`config.mk`:
```
export PLATFORM = sky130hd
export DESIGN_NAME = seq_array_multiplier
export DESIGN_NICKNAME = d
export VERILOG_FILES = /design/src/rtl/seq_array_multiplier.sv
export SDC_FILE = /design/constraint.sdc
export NUM_CORES = 1
export LEC_CHECK = 0
export ABC_AREA = 1
export CAP_MARGIN = 20
export CORE_UTILIZATION = 49
export DETAILED_ROUTE_END_ITERATION = 6
export PLACE_DENSITY_LB_ADDON = 0.05
export SLEW_MARGIN = 20
export SYNTH_ARGS = -nofsm -noshare
export SYNTH_HDL_FRONTEND = slang
export SYNTH_SLANG_ARGS = --single-unit
```
`constraint.sdc`:
```
create_clock -name clk -period 1.7 [get_ports clk]
set_input_delay 0.255 -clock clk [delete_from_list [all_inputs] [get_ports clk]]
set_output_delay 0.255 -clock clk [all_outputs]
set_load 0.01 [all_outputs]
```
`src/rtl/seq_array_multiplier.sv`:
```
// rtl/seq_array_multiplier.sv - shift-and-add multiplier, one multiplier bit per cycle
// Optional MULT_SIGNED_EN adds port tc for two's complement operands.
module seq_array_multiplier #(
  parameter int WIDTH = 4
) (
  input  logic               clk,
  input  logic               rst,
  input  logic               start,
  input  logic [WIDTH-1:0]   a,
  input  logic [WIDTH-1:0]   b,
`ifdef MULT_SIGNED_EN
  input  logic               tc,
`endif
  output logic               busy,
  output logic               done,
  output logic [2*WIDTH-1:0] product
);

  localparam int PW = 2 * WIDTH;
  localparam int CW = $clog2(WIDTH);
  localparam logic [CW-1:0] LAST = CW'(WIDTH - 1);

  typedef enum logic [1:0] {IDLE, RUN, DONE} state_t;

  state_t            state, state_next;
  logic [PW-1:0]     mcand;
  logic [PW-1:0]     acc;
  logic [PW-1:0]     acc_sum;
  logic [PW-1:0]     result;
  logic [WIDTH-1:0]  mplier;
  logic [WIDTH-1:0]  a_mag;
  logic [WIDTH-1:0]  b_mag;
  logic [CW-1:0]     cnt;

`ifdef MULT_SIGNED_EN
  logic a_neg, b_neg, neg_r;

  // Signed mode runs on magnitudes; the sign is restored when product is loaded.
  assign a_neg  = tc & a[WIDTH-1];
  assign b_neg  = tc & b[WIDTH-1];
  assign a_mag  = a_neg ? -a : a;
  assign b_mag  = b_neg ? -b : b;
  assign result = neg_r ? -acc_sum : acc_sum;
`else
  assign a_mag  = a;
  assign b_mag  = b;
  assign result = acc_sum;
`endif

  assign acc_sum = acc + (mplier[0] ? mcand : {PW{1'b0}});

  always_ff @(posedge clk) begin
    if (rst) begin
      state <= IDLE;
    end else begin
      state <= state_next;
    end
  end

  always_comb begin
    state_next = state;
    busy       = 1'b0;
    done       = 1'b0;
    case (state)
      IDLE: begin
        if (start) state_next = RUN;
      end
      RUN: begin
        busy = 1'b1;
        if (cnt == LAST) state_next = DONE;
      end
      DONE: begin
        done       = 1'b1;
        state_next = IDLE;
      end
      default: state_next = IDLE;
    endcase
  end

  // product is written on the edge entering DONE so it is visible alongside done.
  always_ff @(posedge clk) begin
    if (rst) begin
      mcand   <= '0;
      mplier  <= '0;
      acc     <= '0;
      cnt     <= '0;
      product <= '0;
`ifdef MULT_SIGNED_EN
      neg_r   <= 1'b0;
`endif
    end else begin
      case (state)
        IDLE: begin
          if (start) begin
            mcand  <= {{WIDTH{1'b0}}, a_mag};
            mplier <= b_mag;
            acc    <= '0;
            cnt    <= '0;
`ifdef MULT_SIGNED_EN
            neg_r  <= a_neg ^ b_neg;
`endif
          end
        end
        RUN: begin
          acc    <= acc_sum;
          mcand  <= mcand << 1;
          mplier <= mplier >> 1;
          cnt    <= cnt + 1'b1;
          if (cnt == LAST) product <= result;
        end
        default: ;
      endcase
    end
  end

endmodule

```
* Word-level counts from Yosys, hierarchy flattened
Cells that the tools add are included.
** Storage, ports and cells
- Flip-flop bits (word level) :: 32
- Bits of input ports :: 11
- Output and inout bits :: 10
- Word-level logic and storage cells :: 32
** Operators by class
- Add/subtract/negate cells :: 2
- Equality and inequality tests :: 5
- Muxes and demuxes :: 14
- Reduce and logical (&&, ||, !) cells :: 5
** Operator list (count)
- case mux 8 bit (2 select lines) :: 2
- two-way mux 8 bit :: 3
- adder 8 bit :: 1
- case mux 2 bit (2 select lines) :: 2
- case mux 4 bit (2 select lines) :: 1
- two-way mux 2 bit :: 3
- AND reduction 2 bit :: 3
- == test 2 bit (second input constant) :: 2
- two-way mux 4 bit :: 1
- inequality test 2 bit (second input constant) :: 2
- adder 2 x 1 -> 2 bit (second input constant) :: 1
- == test 2 x 1 -> 1 bit (second input constant) :: 1
- zero test 2 bit :: 1
- two-way mux 1 bit :: 2
- nonzero test 2 bit :: 1

* Logic depth before layout (Yosys ltp)
- Word-level depth :: 3
- Gate-level depth with buffers :: 16
- Mapped depth without buffers :: 15

* Worst setup path before layout
Ideal clock, no wire load.
- Path kind :: register to register
- Start point :: register mplier[0]
- End point :: register acc[4]
- Library setup time :: 0.071 ns
- Data arrival time :: 1.703 ns
- Required time :: 1.629 ns
- Slack :: -0.074 ns
- Stages on the path, launching flop included :: 14
- Path buffers :: 1
- Period minus slack after synthesis :: 1.774 ns
- Path through :: dfxtp_1 -> buf_2 -> nand2_1 -> inv_1 -> ha_1 -> inv_1 -> fa_1 -> inv_1 -> nand2_1 -> nand2_1 -> and2_1 -> or2_0 -> nand3_1 -> a21oi_1
** On the way
- Word-level cells in the longest chain between the ends :: 3
** Ends and longest elaborated chain
- start: declaration :: line 30 : logic [WIDTH-1:0] mplier;
- start signal: assignment :: line 96 : mplier <= b_mag;
- start signal: assignment :: line 107 : mplier <= mplier >> 1;
- two-way mux 8 bit :: line 50 : assign acc_sum = acc + (mplier[0] ? mcand : {PW{1'b0}});
- adder 8 bit :: line 50
- case mux 8 bit (2 select lines) :: line 92 : case (state)
- end signal: assignment :: line 105 : acc <= acc_sum;
- end: declaration :: line 27 : logic [PW-1:0] acc;
Every way passes these cells.
A chain may end at the register's enable or synchronous reset.

* Final worst setup path
Same ends and word-level chain as after synthesis.

==> qor.yml <==
viasPerCell: 4.914
powerDensity_nw_per_um2: 667.3
grtUsageTotal_pct: 22.28
reg2reg_from: "mplier[0]"
crit_cells: 12
drt-initial-drc-count: 56
slew_headroom_pct: 75.14
finalNetCount: 288
required_ps: 1970
min_path_type: "reg -> reg"
die_w_um: 61.32
insertion_delay_ps: 340
grt_pass1_wl_mm: 6.009
postPlaceCellArea_um2: 1996
cts_tree: "yes"
r2r-end: "acc[4]"
ios: 21
finalWeightedCongestion: 0.8864
rsz0062_at_grt: "true"
syn_area_um2: 1724
crit_fanout: 3
diodes: 0
antenna_found_initial: 0
final_layout_size_suffix_gt1_share_pct: 19.33
routed_wirelength_mm: 3.738
worst_path_dominant_cell_family: "adder cells"
crit_end: "acc[4]"
place_ws_ps: -17.90
grt_max_degree: 26
path_class: "reg -> reg"
die_h_um: 61.32
core_um2: 3363
start_util_pct: 51.26
worstRegToRegCells: 12
syn_nets: 256
finClkSkew_ps: 11.53
cts_buffer_depth: 2
crit_start: "mplier[0]"
design_area_um2: 2167
cap_violations: 0
status: "finished, violations left"
critPathSlowestCell: "dfxtp_2"
first_pass_iters: 4
root_buffer: "clkbuf_4"
post_drt_wl_per_cell_um: 11.87
drv_slew: 0
antenna_left: 0
cts_made_buffers: 5
crit_arrival_ps: 2000
die-area_um2: 3760
fin_crit_ps: 1728
worst_ir_drop_vdd_uv: 387.0
worst_slack_ps: -27.75
crit_path_max_incr_delay_ps: 340
yosysWarnings: 0
r2r_setup_slack_ps: -30
startpoint_type: "flop"
synth-seq-cells: 32
syn_to_final_growth_pct: 25.69
syn_inst: 236
synthDistinctLibCells: 35
worst_pin_slew_ps: 372.5
violations: "negative setup slack"
finalSetupTns_ps: -27.75
p_leak_uw: 0.001013
fmax_mhz: 578.8
post-route-drc-count: 0
nFillCells: 335
ys_seq_area_share_pct: 37.16
clock_sinks: 32
clk_pin_slew_ps: 100
hpwlAfterDp_mm: 2.623
critical_path_buf_inv_count: 3
hold_viol: 0
overflow: 0
setup_viol: 1
grt_pass1_vias: 1368
fin_crit_sh_pct: 101.6
htree_levels: 2
syn_avg_cell_area_um2: 7.306
cts-hold-fix-buffers: 0
path_cells: "nand2_1 > inv_1 > ha_2 > inv_2 > fa_2 > inv_1 > nand2_1 > nand2_2 > and2_4 > or2_0 > nand3_1 > a21oi_1"
place.port_buffers: 20
endpoint_kind: "flop"
vias: 1548
rows: 21
[final cells by class]
type                            count  area, µm²  share of cell area [%]
Clock buffer                        8      58.81                   2.714
Inverter                           30      117.6                   5.427
Multi-Input combinational cell    165      978.4                   45.15
Sequential cell                    32      646.9                   29.85
Tap cell                           46      57.56                   2.656
Timing Repair Buffer               34      307.8                   14.20
[worst min-delay path by stage]
stage | endpoint | depth (start not counted) | slack [ps] | start
5_1_grt | mcand[7] | 2 | 490 | mcand[7]
2_1_floorplan | state[1] | 1 | 340 | rst
3_5_place_dp | mcand[7] | 2 | 460 | mcand[7]
6_report | mcand[7] | 2 | 470 | mcand[7]
3_3_place_gp | mplier[3] | 2 | 450 | mplier[3]
4_1_cts | mcand[0] | 3 | 470 | a[0]
[state kept, by name (all words and copies together), names as in the netlist]
name,count
acc,8
mcand,8
product,8
mplier,4
cnt,2
state,2
[kinds of logic (layout without fill, tap and decap cells)]
kind of cell    after synthesis  in the layout  share of synthesized area (%)
simple gates                111            111                          28.81
compound gates               42             42                          14.01
buf+inv                      39             72                          11.54
flops                        32             32                          37.16
fa+ha+maj                     9              9                          6.967
xor+xnor                      3              3                          1.524
[layout by cell type, fill, tap and decap left out, drive strengths merged]
master,instances
a21oi,24
ha,8
nand3,11
o31ai,1
fa,1
o21bai,1
nor2,18
clkdlybuf4s50,19
a22oi,2
dfxtp,32
o22ai,1
nand2,74
buf,14
o21ai,8
clkbuf,8
o21a,4
o211ai,1
xor2,3
or2,4
nand3b,2
inv,30
dlymetal6s2s,1
and2,2
[metrics by stage]
step                      hold WS, ps  total power, µW  std cells  util (%)
after floorplan                 339.1            943.2        236         -
after global routing            488.8             1515        315     64.43
after detailed placement        456.9            997.7        305     59.34
after CTS                       465.3             1453        314     62.24
final                           469.6             1446        315     64.43
after global placement          453.9            995.6        305     59.34
[report_power, final]
| part | internal [µW] | total, µW | switching, µW |
|---|---|---|---|
| logic | 85.8 | 197 | 111 |
| clock network | 204 | 459 | 255 |
| registers | 773 | 790 | 17.5 |
[timing repair]
item                       CTS  global route
setup buffers                1             1
resized for setup            7            15
setup endpoints to repair    4            11
pin swaps                    4             6
gates cloned                 0             0
[routing by layer]
metal,up-vias,GRT usage (%),part of all wire (%)
met1,718,29.65,51
li1,808,-,-
met3,5,6.303,2.8
met5,-,0,0
met2,17,35.09,45
met4,0,6.818,1.3
[worst reg2reg max path: stages, from the launching register on]
cell and delay (ps):
dfxtp_2 340, nand2_1 40, inv_1 60, ha_2 180, inv_2 40, fa_2 340, inv_1 60, nand2_1 50
nand2_2 60, and2_4 160, or2_0 120, nand3_1 80, a21oi_1 140
[cell usage after synthesis (all sizes together)]
master / number / share of area [%]
fa: 1 / 1.2
o22ai: 1 / 0.36
ha: 8 / 5.8
nand3: 11 / 3.2
buf: 6 / 4.1
o31ai: 1 / 0.44
a21oi: 24 / 7.4
o21a: 4 / 1.7
or2: 4 / 1.5
xor2: 3 / 1.5
o21ai: 8 / 2.3
a22oi: 2 / 0.87
nand2: 74 / 17
inv: 30 / 6.8
clkbuf: 3 / 0.65
nor2: 18 / 5.6
dfxtp: 32 / 37
o211ai: 1 / 0.44
nand3b: 2 / 0.87
and2: 2 / 0.73
o21bai: 1 / 0.44
(Power assumes the default switching activity.)
